## config.mk

```make
export PLATFORM = sky130hd
export DESIGN_NAME = seg_display_capture
export DESIGN_NICKNAME = d
export VERILOG_FILES = /design/src/rtl/seg_display_capture.sv
export SDC_FILE = /design/constraint.sdc
export NUM_CORES = 1
export LEC_CHECK = 0
export ABC_AREA = 1
export BUFFER_PORTS_ARGS = -buffer_cell sky130_fd_sc_hd__buf_2
export CAP_MARGIN = 5
export CORE_MARGIN = 2
export CORE_UTILIZATION = 50
export DETAILED_ROUTE_END_ITERATION = 12
export PLACE_DENSITY = 0.76
export SLEW_MARGIN = 20
export SYNTH_ARGS = -nofsm -noshare
export SYNTH_HDL_FRONTEND = slang
export SYNTH_SLANG_ARGS = --single-unit
export TNS_END_PERCENT = 1
```

## constraint.sdc

```tcl
create_clock -name i_Clock -period 6 [get_ports i_Clock]
set_input_delay 0.6 -clock i_Clock [delete_from_list [all_inputs] [get_ports i_Clock]]
set_output_delay 0.6 -clock i_Clock [all_outputs]
set_load 0.005 [all_outputs]
```

## src/rtl/seg_display_capture.sv

```systemverilog
// Receive side of the multiplexed 7-segment bus: waits for each strobed digit to settle, decodes
// it back to BCD, assembles HH:MM frames and publishes stable ones on a valid/ready port.
module seg_display_capture #(
   parameter int SETTLE_CYCLES  = 4,    // must be >= 2
   parameter int STABLE_FRAMES  = 2,
   parameter int TIMEOUT_CYCLES = 4096
) (
   input  logic        i_Clock,
   input  logic        i_Reset,
   input  logic [7:0]  i_Segments,
   input  logic [3:0]  i_Digits,
   output logic [15:0] o_Time,
   output logic        o_Valid,
   input  logic        i_Ready,
   output logic        o_Dot_Err,
   output logic        o_Seg_Err,
   output logic        o_Strobe_Err,
   output logic        o_Overrun,
   output logic        o_Stale,
   output logic [1:0]  o_Fsm_State
);

   localparam int CW = $clog2(SETTLE_CYCLES + 1);
   localparam int MW = $clog2(STABLE_FRAMES + 1);
   localparam int TW = $clog2(TIMEOUT_CYCLES + 1);
   localparam logic [CW-1:0] SETTLE_LAST = CW'(SETTLE_CYCLES - 1);
   localparam logic [MW-1:0] MATCH_MAX   = MW'(STABLE_FRAMES);
   localparam logic [TW-1:0] STALE_MAX   = TW'(TIMEOUT_CYCLES);

   typedef enum logic [1:0] {
      ST_WAIT   = 2'd0,
      ST_SETTLE = 2'd1,
      ST_HOLD   = 2'd2
   } state_t;

   state_t          state_q, state_d;
   logic [CW-1:0]   cnt_q, cnt_d;
   logic [7:0]      seg_q;
   logic [3:0]      dig_q, dig_prev;
   logic [15:0]     slots_q, slots_new, hist_q, last_pub_q;
   logic [3:0]      mask_q, mask_new;
   logic            hist_valid_q, pub_valid_q;
   logic [MW-1:0]   match_q, match_new;
   logic [TW-1:0]   stale_cnt_q;
   logic            onehot, multi, changed, capture;
   logic [1:0]      slot_idx;
   logic [4:0]      dec;
   logic            dig_legal, dig_blank, dot_req;
   logic            frame_done, frame_same, publish;

   // Returns {legal digit, BCD code}; anything but an exact 0-9 pattern decodes to 4'hF.
   function automatic logic [4:0] decode_seg(input logic [6:0] pat);
      logic [4:0] r;
      case (pat)
         7'h3F:   r = {1'b1, 4'd0};
         7'h06:   r = {1'b1, 4'd1};
         7'h5B:   r = {1'b1, 4'd2};
         7'h4F:   r = {1'b1, 4'd3};
         7'h66:   r = {1'b1, 4'd4};
         7'h6D:   r = {1'b1, 4'd5};
         7'h7D:   r = {1'b1, 4'd6};
         7'h07:   r = {1'b1, 4'd7};
         7'h7F:   r = {1'b1, 4'd8};
         7'h6F:   r = {1'b1, 4'd9};
         default: r = {1'b0, 4'hF};
      endcase
      return r;
   endfunction

   assign onehot      = (dig_q != 4'd0) && ((dig_q & (dig_q - 4'd1)) == 4'd0);
   assign multi       = (dig_q != 4'd0) && !onehot;
   assign changed     = (dig_q != dig_prev);
   assign o_Stale     = (stale_cnt_q >= STALE_MAX);
   assign o_Fsm_State = state_q;

   always_comb begin
      slot_idx = 2'd0;
      case (dig_q)
         4'b1000: slot_idx = 2'd3;
         4'b0100: slot_idx = 2'd2;
         4'b0010: slot_idx = 2'd1;
         default: slot_idx = 2'd0;
      endcase
   end

   // A one-hot strobe first seen in WAIT/HOLD/SETTLE counts as cycle 1 of its settle window.
   always_comb begin
      state_d = state_q;
      cnt_d   = cnt_q;
      capture = 1'b0;
      case (state_q)
         ST_WAIT: begin
            if (onehot) begin
               state_d = ST_SETTLE;
               cnt_d   = CW'(1);
            end
         end
         ST_SETTLE: begin
            if (changed) begin
               if (onehot) cnt_d = CW'(1);
               else        state_d = ST_WAIT;
            end else if (cnt_q >= SETTLE_LAST) begin
               capture = 1'b1;
               state_d = ST_HOLD;
            end else begin
               cnt_d = cnt_q + CW'(1);
            end
         end
         ST_HOLD: begin
            if (changed) begin
               if (onehot) begin
                  state_d = ST_SETTLE;
                  cnt_d   = CW'(1);
               end else begin
                  state_d = ST_WAIT;
               end
            end
         end
         default: state_d = ST_WAIT;
      endcase
   end

   always_comb begin
      dec       = decode_seg(seg_q[6:0]);
      dig_legal = dec[4];
      dig_blank = (seg_q[6:0] == 7'h00);
      dot_req   = (slot_idx == 2'd2);
      slots_new = slots_q;
      mask_new  = mask_q;
      if (capture) begin
         slots_new[{slot_idx, 2'b00} +: 4] = dec[3:0];
         mask_new[slot_idx]                = 1'b1;
      end
      frame_done = capture && (mask_new == 4'hF);
      frame_same = hist_valid_q && (slots_new == hist_q);
      if (!frame_same)              match_new = MW'(1);
      else if (match_q == MATCH_MAX) match_new = match_q;
      else                          match_new = match_q + MW'(1);
      publish = frame_done && (match_new == MATCH_MAX) &&
                (!pub_valid_q || (slots_new != last_pub_q));
   end

   // Handshake: a frame transfers on every cycle with o_Valid && i_Ready (i_Ready is used
   // unregistered); while o_Valid && !i_Ready, o_Time is frozen and newer frames are dropped.
   always_ff @(posedge i_Clock) begin
      if (i_Reset) begin
         seg_q        <= 8'd0;
         dig_q        <= 4'd0;
         dig_prev     <= 4'd0;
         state_q      <= ST_WAIT;
         cnt_q        <= '0;
         slots_q      <= 16'd0;
         mask_q       <= 4'd0;
         hist_q       <= 16'd0;
         hist_valid_q <= 1'b0;
         match_q      <= '0;
         last_pub_q   <= 16'd0;
         pub_valid_q  <= 1'b0;
         stale_cnt_q  <= '0;
         o_Time       <= 16'd0;
         o_Valid      <= 1'b0;
         o_Dot_Err    <= 1'b0;
         o_Seg_Err    <= 1'b0;
         o_Strobe_Err <= 1'b0;
         o_Overrun    <= 1'b0;
      end else begin
         seg_q        <= i_Segments;
         dig_q        <= i_Digits;
         dig_prev     <= dig_q;
         state_q      <= state_d;
         cnt_q        <= cnt_d;
         slots_q      <= slots_new;
         mask_q       <= frame_done ? 4'd0 : mask_new;
         o_Strobe_Err <= multi;
         o_Seg_Err    <= capture && !dig_legal && !dig_blank;
         o_Dot_Err    <= capture && dig_legal && (seg_q[7] != dot_req);
         o_Overrun    <= publish && o_Valid && !i_Ready;
         if (frame_done) begin
            hist_q       <= slots_new;
            hist_valid_q <= 1'b1;
            match_q      <= match_new;
         end
         if (publish && (!o_Valid || i_Ready)) begin
            o_Time      <= slots_new;
            o_Valid     <= 1'b1;
            last_pub_q  <= slots_new;
            pub_valid_q <= 1'b1;
         end else if (o_Valid && i_Ready) begin
            o_Valid <= 1'b0;
         end
         if (changed)                     stale_cnt_q <= '0;
         else if (stale_cnt_q != STALE_MAX) stale_cnt_q <= stale_cnt_q + TW'(1);
      end
   end

endmodule
```

==> impl_metrics.json, run 1 <==
{
  "start_kind": "register",
  "seqPwrFrac": 0.578,
  "worstReg2RegEnd": "last_pub_q[12]$_SDFFE_PP0P_",
  "syn_inst": 718,
  "dp_hpwl_um": 7750,
  "numCtsBuffers": 9,
  "dr.pass1.iters": 5,
  "clk_pin_slew_worst_paths_ns": 0.09,
  "p_sw_frac": 0.252,
  "grt_pass1_wl_um": 18300,
  "design.core.area_um2": 9280,
  "ys_seq_area_frac": 0.396,
  "layout_commonest_cell": "nand2_1",
  "cts_sinks": 95,
  "die_area_um2": 10400,
  "p_clk_frac": 0.352,
  "setup-tns-final_ns": 0,
  "place_ws_ns": 2.39,
  "start_util": 0.517,
  "min_path_type": "primary input to register",
  "drt_iter0_drc": 251,
  "fmax_mhz": 274,
  "skew_ns": 0.0102,
  "post-cts-setup-buffers": 0,
  "synth.largest_area_cell": "dfxtp_1",
  "grt_start_max_net_pins": 48,
  "fp.dieW_um": 102,
  "rsz0062_at_grt": "false",
  "grt_antenna_before_repair": 0,
  "synth_top_area_frac": 0.396,
  "syn_area_per_cell_um2": 6.69,
  "dpl-instance-area_um2": 5070,
  "drive_above_1_share": 0.105,
  "regToRegSetupSlack_ns": 2.35,
  "max-slew-margin-rel": 0.383,
  "nFillCells": 936,
  "overflow": 0,
  "cts_tree": "yes",
  "ant_nets": 0,
  "timing.final.crit_share": 0.608,
  "p_int_mw": 0.835,
  "path_class": "register to register",
  "most-common-layout-cells": "nand2_1, nor2_1, inv_1",
  "syn_area_um2": 4800,
  "yosys.area_share.adder": 0.0339,
  "worst_slew_pin_slew_ns": 0.925,
  "period_needed_ns": 3.65,
  "clock_path_buffers": 2,
  "p_total_mw": 1.12,
  "portBuffers": 38,
  "grt_pass1_vias": 4104,
  "drv_cap": 0,
  "cts-hold-fix-buffers": 0,
  "clockRootBuffer": "clkbuf_8",
  "p_sw_mw": 0.281,
  "rows": 35,
  "fin_nets": 778,
  "synth_cell_type_count": 34,
  "wl_um": 10700,
  "r2r-start": "dig_q[0]$_SDFF_PP0_",
  "vias_per_cell": 5.05,
  "setup_viol": 0,
  "synthSimpleGateAreaFrac": 0.355,
  "pwr_density_cell_nw_per_um2": 213,
  "endpoint_kind": "register",
  "clk_latency_ns": 0.36,
  "place_inst": 868,
  "rr_worst_depth": 21,
  "place.gp.congestion": 0.864,
  "htreeDepth": 3,
  "synth_compound_area_frac": 0.0962,
  "synthMuxAreaShare": 0,
  "final_hold_viol_count": 0,
  "wl_per_cell_um": 12.1,
  "cp.arrival_ns": 3.90,
  "synth-seq-cells": 95,
  "status": "finished clean",
  "post_cts_resized": 0,
  "fin_ws_ns": 2.35,
  "ioPinCount": 39,
  "crit_required_ns": 6.25,
  "grt.total_usage": 0.219,
  "drc": 0,
  "vdd_drop_max_uv": 118,
  "combPwrFrac": 0.070,
  "whs_ns": 0.434,
  "die_y_um": 102,
  "stdcell_area_um2": 5250,
  "cp-endpoint": "last_pub_q[12]$_SDFFE_PP0P_",
  "vias": 4458,
  "critPathLaunch": "dig_q[0]$_SDFF_PP0_",
  "yosysWarnings": 0,
  "synth_area_leaders": "dfxtp_1, nand2_1, nor2_1, inv_1, nand3_1",
  "synth_top_family_by_area": "simple AND/OR/NAND/NOR gates",
  "worstPathMaxFanout": 34,
  "syn_nets": 746,
  "area_delta_synth_final_pct": 9.33,
  "synth_xor_area_frac": 0.0128,
  "slew_violations": 0,
  "fin_cells": 883,
  "leakagePower_nw": 2.40,
  "diodes": 0,
  "utilization": 0.565
}
registers in the layout, indices dropped and copies added (netlist names):
name and cells:
cnt_q 3, dig_prev 4, dig_q 4, hist_q 16, hist_valid_q 1, last_pub_q 16
mask_q 4, match_q 2, o_Dot_Err 1, o_Fsm_State 2, o_Overrun 1, o_Seg_Err 1
o_Strobe_Err 1, o_Valid 1, pub_valid_q 1, seg_q 8, slots_q 16, stale_cnt_q 13
cell usage after synthesis, drive strengths merged:
master	count
a2111oi	1
a211oi	3
o21ai	25
nor3	6
nor4	4
buf	7
nand3	60
inv	108
or2	1
ha	13
nand4	13
clkinv	3
clkbuf	11
dfxtp	95
nand2	175
o21a	4
o21bai	1
nand3b	4
nor2	125
a21oi	50
xor2	3
a31oi	1
o2111a	1
xnor2	4
worst min path at each step:
stage	from	end	slack, ns	cells after the start
finish	i_Segments[7]	seg_q[7]$_SDFF_PP0_	0.43	3
global route	i_Segments[4]	seg_q[4]$_SDFF_PP0_	0.42	3
CTS	i_Segments[7]	seg_q[7]$_SDFF_PP0_	0.42	3
detailed placement	pub_valid_q$_SDFFE_PP0P_	pub_valid_q$_SDFFE_PP0P_	0.46	2
global placement	mask_q[3]$_SDFF_PP0_	mask_q[3]$_SDFF_PP0_	0.45	2
floorplan	pub_valid_q$_SDFFE_PP0P_	pub_valid_q$_SDFFE_PP0P_	0.44	2
routing by layer:
metal / vias to the layer above / track usage / routed length [µm]
li1: 2314 / - / -
met1: 2044 / 0.270 / 4890
met2: 83 / 0.386 / 5320
met3: 17 / 0.0383 / 319
met4: 0 / 0.0759 / 177
met5: - / 0 / 0
power groups by stage:
| stage | sequential, mW | clock [mW] | combinational (mW) |
|---|---|---|---|
| final | 0.645 | 0.392 | 0.0786 |
| after CTS | 0.645 | 0.407 | 0.0790 |
| after global placement | 0.659 | 0 | 0.0758 |
| after floorplan | 0.659 | 0 | 0.0589 |
| after global routing | 0.646 | 0.430 | 0.0901 |
| after detailed placement | 0.660 | 0 | 0.0782 |
cell type report:
cell class	instances	area [µm²]	share of cell area
clock inverter	4	30.0	0.00572
inverter	111	417	0.0794
sequential	95	1900	0.362
tap	129	161	0.0308
timing repair buffer	39	198	0.0377
clock buffer	11	151	0.0288
multi-input combinational	494	2390	0.455
worst max-delay path: stages (launching register included):
cell and delay [ns]:
dfxtp_1 0.36, nor2_1 0.18, o21ai_0 0.15, nor2_1 0.29
inv_1 0.16, ha_1 0.35, inv_1 0.13, nand3_1 0.10
nor2_1 0.19, nand2_1 0.13, nand3_1 0.10, nand2_1 0.06
nor2_1 0.09, nand2_1 0.07, nor2_1 0.09, nand2_1 0.07
nor2_2 0.18, nand2_2 0.13, nor2_8 0.41, nand3_1 0.15
nand2_1 0.09, nor2_1 0.04
cells by family after synthesis:
logic type               Yosys count
buffers and inverters            129
flip-flops                        95
XOR/XNOR                           7
AO/OA/AOI/OAI                     86
adder cells (fa/ha/maj)           13
AND/OR/NAND/NOR                  388
(Power assumes the default switching activity.)
==> inputs of run 2 (changes only) <==
Settings changed: PLACE_DENSITY 0.76 to 0.79.
Clock period 6 ns to 3 ns, I/O delays scaled along.
==> run 2 against run 1 <==
- non-clock buffer count grew 31
- die area stayed put
- first-iteration DRC count decreased by 14%
- critical path depth shrank 2
- sequential share of layout area down 2.3 points
- global-route usage grew 0.42 points
- critical path type unchanged
- largest power group unchanged
==> impl_metrics.json, run 2 (synthesis gave the netlist of run 1 again) <==
{
  "cp_num_cells": 19,
  "rsz0062_at_grt": "true",
  "start_util": 0.517,
  "vdd_drop_max_uv": 265,
  "ant_nets": 0,
  "clk_pin_slew_worst_paths_ns": 0.09,
  "timing.final.crit_share": 0.974,
  "slew_violations": 0,
  "crit_chain": "inv_2 > nand2_1 > o21a_4 > ha_4 > inv_1 > buf_4 > nor2_4 > nand4_1 > nand3_1 > nand2_1 > nor2_2 > nand3_1 > nor2_2 > nand2_2 > nor2_8 > buf_12 > nand3_1 > nand2_1 > nor2_1",
  "htreeDepth": 3,
  "vias": 4544,
  "wl_um": 11100,
  "grt.total_usage": 0.223,
  "p_sw_mw": 0.598,
  "drive_above_1_share": 0.168,
  "status": "finished clean",
  "place_ws_ns": -0.0519,
  "reg.largest.list": "hist_q: 16 flops, last_pub_q: 16 flops, slots_q: 16 flops",
  "cts_sinks": 95,
  "path_class": "register to register",
  "drt_iter0_drc": 215,
  "area_delta_synth_final_pct": 17.3,
  "seqPwrFrac": 0.546,
  "setup-tns-final_ns": 0,
  "grt_antenna_before_repair": 0,
  "cpPeakStageDelay_ns": 0.36,
  "period_needed_ns": 2.92,
  "clockRootBuffer": "clkbuf_8",
  "fin_ws_ns": 0.0788,
  "fin_nets": 809,
  "rows": 35,
  "final_hold_viol_count": 0,
  "cts_tree": "yes",
  "overflow": 0,
  "p_sw_frac": 0.253,
  "crit_buf_inv": 4,
  "min_path_type": "primary input to register",
  "endpoint_kind": "register",
  "place.gp.congestion": 0.905,
  "diodes": 0,
  "pwr_density_cell_nw_per_um2": 419,
  "drv_cap": 0,
  "drc": 0,
  "combPwrFrac": 0.084,
  "die_area_um2": 10400,
  "die_y_um": 102,
  "worst_slew_pin_slew_ns": 0.507,
  "vias_per_cell": 4.97,
  "dr.pass1.iters": 4,
  "numCtsBuffers": 9,
  "holdPathStages": 3,
  "wl_per_cell_um": 12.1,
  "leakagePower_nw": 2.57,
  "layout_commonest_cell": "nand2_1",
  "dp_hpwl_um": 8140,
  "worstPathMaxFanout": 11,
  "ioPinCount": 39,
  "design.core.area_um2": 9280,
  "setup_viol": 0,
  "grt_start_max_net_pins": 46,
  "utilization": 0.607,
  "grt_pass1_wl_um": 18500,
  "clk_latency_ns": 0.38,
  "fp.dieW_um": 102,
  "rr_worst_depth": 19,
  "clock_path_buffers": 2,
  "slowest_stage": "dfxtp_1",
  "p_int_mw": 1.76,
  "skew_ns": 0.00929,
  "cp.arrival_ns": 3.20,
  "grt_pass1_vias": 4336,
  "fmax_mhz": 342,
  "start_kind": "register",
  "fin_cells": 915,
  "p_clk_frac": 0.370,
  "most-common-layout-cells": "nand2_1, nor2_1, inv_1",
  "path_delay_family": "simple AND/OR/NAND/NOR gates",
  "crit_required_ns": 3.28,
  "portBuffers": 38,
  "max-slew-margin-rel": 0.660,
  "place_inst": 893
}
==> run 2: power by group through the flow <==
stage / Sequential [mW] / Clock (mW) / Combinational [mW]
after detailed placement: 1.32 / 0 / 0.181
after global routing: 1.29 / 0.949 / 0.223
after CTS: 1.29 / 0.896 / 0.187
after global placement: 1.32 / 0 / 0.172
final: 1.29 / 0.875 / 0.198
after floorplan: 1.32 / 0 / 0.118
==> run 2: metrics by stage <==
stage | power [mW] | instance area (µm²) | hold slack (ns)
2_1_floorplan | 1.43 | 4800 | 0.407
3_3_place_gp | 1.49 | 5280 | 0.449
3_5_place_dp | 1.50 | 5280 | 0.455
4_1_cts | 2.37 | 5510 | 0.109
5_1_grt | 2.46 | 5630 | 0.113
6_report | 2.36 | 5630 | 0.120
==> run 2: path summary, 6_finish.rpt <==
path | startpoint | slack [ns] | to
worst max register to register | dig_q[0]$_SDFF_PP0_ | 0.08 | last_pub_q[6]$_SDFFE_PP0P_
worst max-delay path | dig_q[0]$_SDFF_PP0_ | 0.08 | last_pub_q[6]$_SDFFE_PP0P_
worst min register to register | cnt_q[2]$_SDFFE_PP0P_ | 0.47 | cnt_q[2]$_SDFFE_PP0P_
worst min-delay path | i_Digits[2] | 0.12 | dig_q[2]$_SDFF_PP0_
==> run 2: repair_timing <==
action,4_1_cts,5_1_grt
hold buffers,0,0
buffers inserted,1,4
setup endpoints to repair,16,19
gates cloned,0,1
pin swaps,3,12
gates resized for setup,6,23
==> run 2: area by class of cell <==
type                            count  area, µm²
Timing Repair Buffer               70        473
Tap cell                          129        161
Fill cell                         864       3650
Multi-Input combinational cell    494       2470
Inverter                          111        417
Sequential cell                    95       1910
Clock buffer                       10        138
Clock inverter                      6       67.6
==> run 2: routing by layer <==
metal / vias to the layer above / global-route usage / part of all wire
met2: 83 / 0.402 / 0.50
li1: 2374 / - / -
met5: - / 0 / 0
met3: 16 / 0.0568 / 0.036
met1: 2071 / 0.260 / 0.44
met4: 0 / 0.0718 / 0.020
==> run 2: worst min-delay path, cell delays in order <==
cell and delay, ns:
buf_2 0.10, inv_1 0.04, nor2_1 0.03
==> inputs of run 3 (changes only) <==
Settings changed: SETUP_SLACK_MARGIN from default to 0.3, SLEW_MARGIN 20 to 10.
==> run 3 against run 2 <==
- sequential share of layout area decreased by 1.2 points
- cell count increased by 0.98%
- clock skew increased by 0.0013 ns
- wire length increased by 12%
- utilization increased by 2.6 points
- power increased by 3.6%
- non-clock buffer count increased by 9
- sequential power about the same
- clock-buffer cell count decreased by 1
- hold slack improved by 0.0073 ns
- critical endpoint unchanged
==> impl_metrics.json, run 3 (synthesis gave the netlist of run 1 again) <==
{
  "rows": 35,
  "overflow": 0,
  "status": "finished clean",
  "crit_chain": "inv_2 > nand2_1 > nand2_1 > nor2_2 > nand2_2 > nor2_8 > buf_4 > nand3_4 > nand2_1 > nand2_2 > nand2_1 > nand2_1 > nor2_2 > nand2_1 > nor2_1 > nand3_1 > nor2_4 > nand2_4 > nor2_8 > clkbuf_16 > nand3_1 > nand2_1 > nor2_1",
  "leakagePower_nw": 2.66,
  "portBuffers": 38,
  "cts-hold-fix-buffers": 0,
  "path_delay_family": "simple AND/OR/NAND/NOR gates",
  "vias": 4790,
  "holdPathStages": 3,
  "drive_above_1_share": 0.211,
  "setup_viol": 0,
  "fin_nets": 818,
  "cts_sinks": 95,
  "fmax_mhz": 337,
  "wl_per_cell_um": 13.4,
  "die_y_um": 102,
  "ant_nets": 0,
  "die_area_um2": 10400,
  "worstPathMaxFanout": 6,
  "max-slew-margin-rel": 0.641,
  "skew_ns": 0.0106,
  "min_path_type": "primary input to register",
  "rr_worst_depth": 23,
  "htreeDepth": 3,
  "grt_start_max_net_pins": 47,
  "grt.total_usage": 0.240,
  "timing.final.crit_share": 0.989,
  "period_needed_ns": 2.97,
  "cp.arrival_ns": 3.24,
  "crit_path_frequent_cell": "nand2_1",
  "cpPeakStageDelay_ns": 0.38,
  "crit_required_ns": 3.27,
  "nFillCells": 807,
  "reg.largest.list": "hist_q: 16 flops, last_pub_q: 16 flops, slots_q: 16 flops",
  "fin_cells": 924,
  "worstHoldEndpoint": "dig_q[1]$_SDFF_PP0_",
  "regToRegSetupSlack_ns": 0.03,
  "design.core.area_um2": 9280,
  "whs_ns": 0.127,
  "ioPinCount": 39,
  "utilization": 0.633,
  "fp.dieW_um": 102,
  "p_total_mw": 2.45,
  "drc": 0,
  "clk_pin_slew_worst_paths_ns": 0.10,
  "drv_cap": 0,
  "numCtsBuffers": 9,
  "place_inst": 881,
  "rsz0062_at_grt": "true",
  "slew_violations": 0,
  "vias_per_cell": 5.18,
  "clockRootBuffer": "clkbuf_8",
  "slowest_stage": "dfxtp_4",
  "hp-start": "i_Digits[1]",
  "r2r-start": "dig_q[3]$_SDFF_PP0_",
  "place.gp.congestion": 0.892,
  "cts_tree": "yes",
  "grt_pass1_vias": 4479,
  "vdd_drop_max_uv": 269,
  "area_delta_synth_final_pct": 22.4,
  "layout_commonest_cell": "nand2_1",
  "start_kind": "register",
  "start_util": 0.517,
  "final_hold_viol_count": 0,
  "pwr_density_cell_nw_per_um2": 417,
  "worstReg2RegEnd": "last_pub_q[6]$_SDFFE_PP0P_",
  "most-common-layout-cells": "nand2_1, nor2_1, inv_1",
  "grt_antenna_before_repair": 0,
  "clock_path_buffers": 2,
  "path_class": "register to register",
  "dp_hpwl_um": 8120,
  "grt_pass1_wl_um": 19900,
  "worst_slew_pin_slew_ns": 0.539,
  "endpoint_kind": "register",
  "wl_um": 12400,
  "critPathLaunch": "dig_q[3]$_SDFF_PP0_",
  "dr.pass1.iters": 7,
  "crit_buf_inv": 3,
  "diodes": 0,
  "drt_iter0_drc": 282,
  "clk_latency_ns": 0.37
}
## run 3: repair_timing
item                       in CTS  in global routing
cloned                          1                  1
setup endpoints to repair      21                 40
resized for setup              34                 26
pin swaps                      12                 18
setup buffers                  15                 10
## run 3: through the flow
| step | worst slack (ns) | setup TNS [ns] | cell area, µm² |
|---|---|---|---|
| global placement | 0.0559 | 0 | 5210 |
| CTS | 0.155 | 0 | 5670 |
| detailed placement | -0.0814 | -1.00 | 5210 |
| floorplan | 0.308 | 0 | 4820 |
| finish | 0.0315 | 0 | 5870 |
| global route | -0.174 | -2.76 | 5870 |
## run 3: worst max path at each step
stage / cells past startpoint / slack [ns] / end
global placement: 21 / 0.06 / last_pub_q[11]$_SDFFE_PP0P_
floorplan: 22 / 0.31 / last_pub_q[10]$_SDFFE_PP0P_
finish: 23 / 0.03 / last_pub_q[6]$_SDFFE_PP0P_
CTS: 22 / 0.15 / last_pub_q[5]$_SDFFE_PP0P_
global route: 21 / -0.17 / last_pub_q[12]$_SDFFE_PP0P_
detailed placement: 17 / -0.08 / o_Overrun$_SDFF_PP0_
## run 3: metal layers
metal,part of all wire,vias up,GRT usage
met4,0.018,0,0.0718
met3,0.042,20,0.0356
li1,-,2394,-
met1,0.41,2245,0.286
met2,0.53,131,0.445
met5,0,-,0
## run 3: power by group
group	total, mW	internal, mW	switching [mW]
Combinational	0.225	0.0878	0.138
Sequential	1.29	1.28	0.0161
Clock	0.931	0.471	0.460
## run 3: area by class of cell
cell class              instances  area (µm²)  area share
multi-input cells             494        2580       0.440
flip-flops and latches         95        1920       0.327
repair buffers                 79         568      0.0967
inverters                     111         423      0.0720
well taps                     129         161      0.0275
clock buffers                   9         124      0.0211
clock inverters                 7        96.3      0.0164
## run 3: tightest hold or removal path: cells and delay by family
kind | cells | cell delay [ns]
AND/OR/NAND/NOR | 1 | 0.03
buffers and inverters | 2 | 0.14
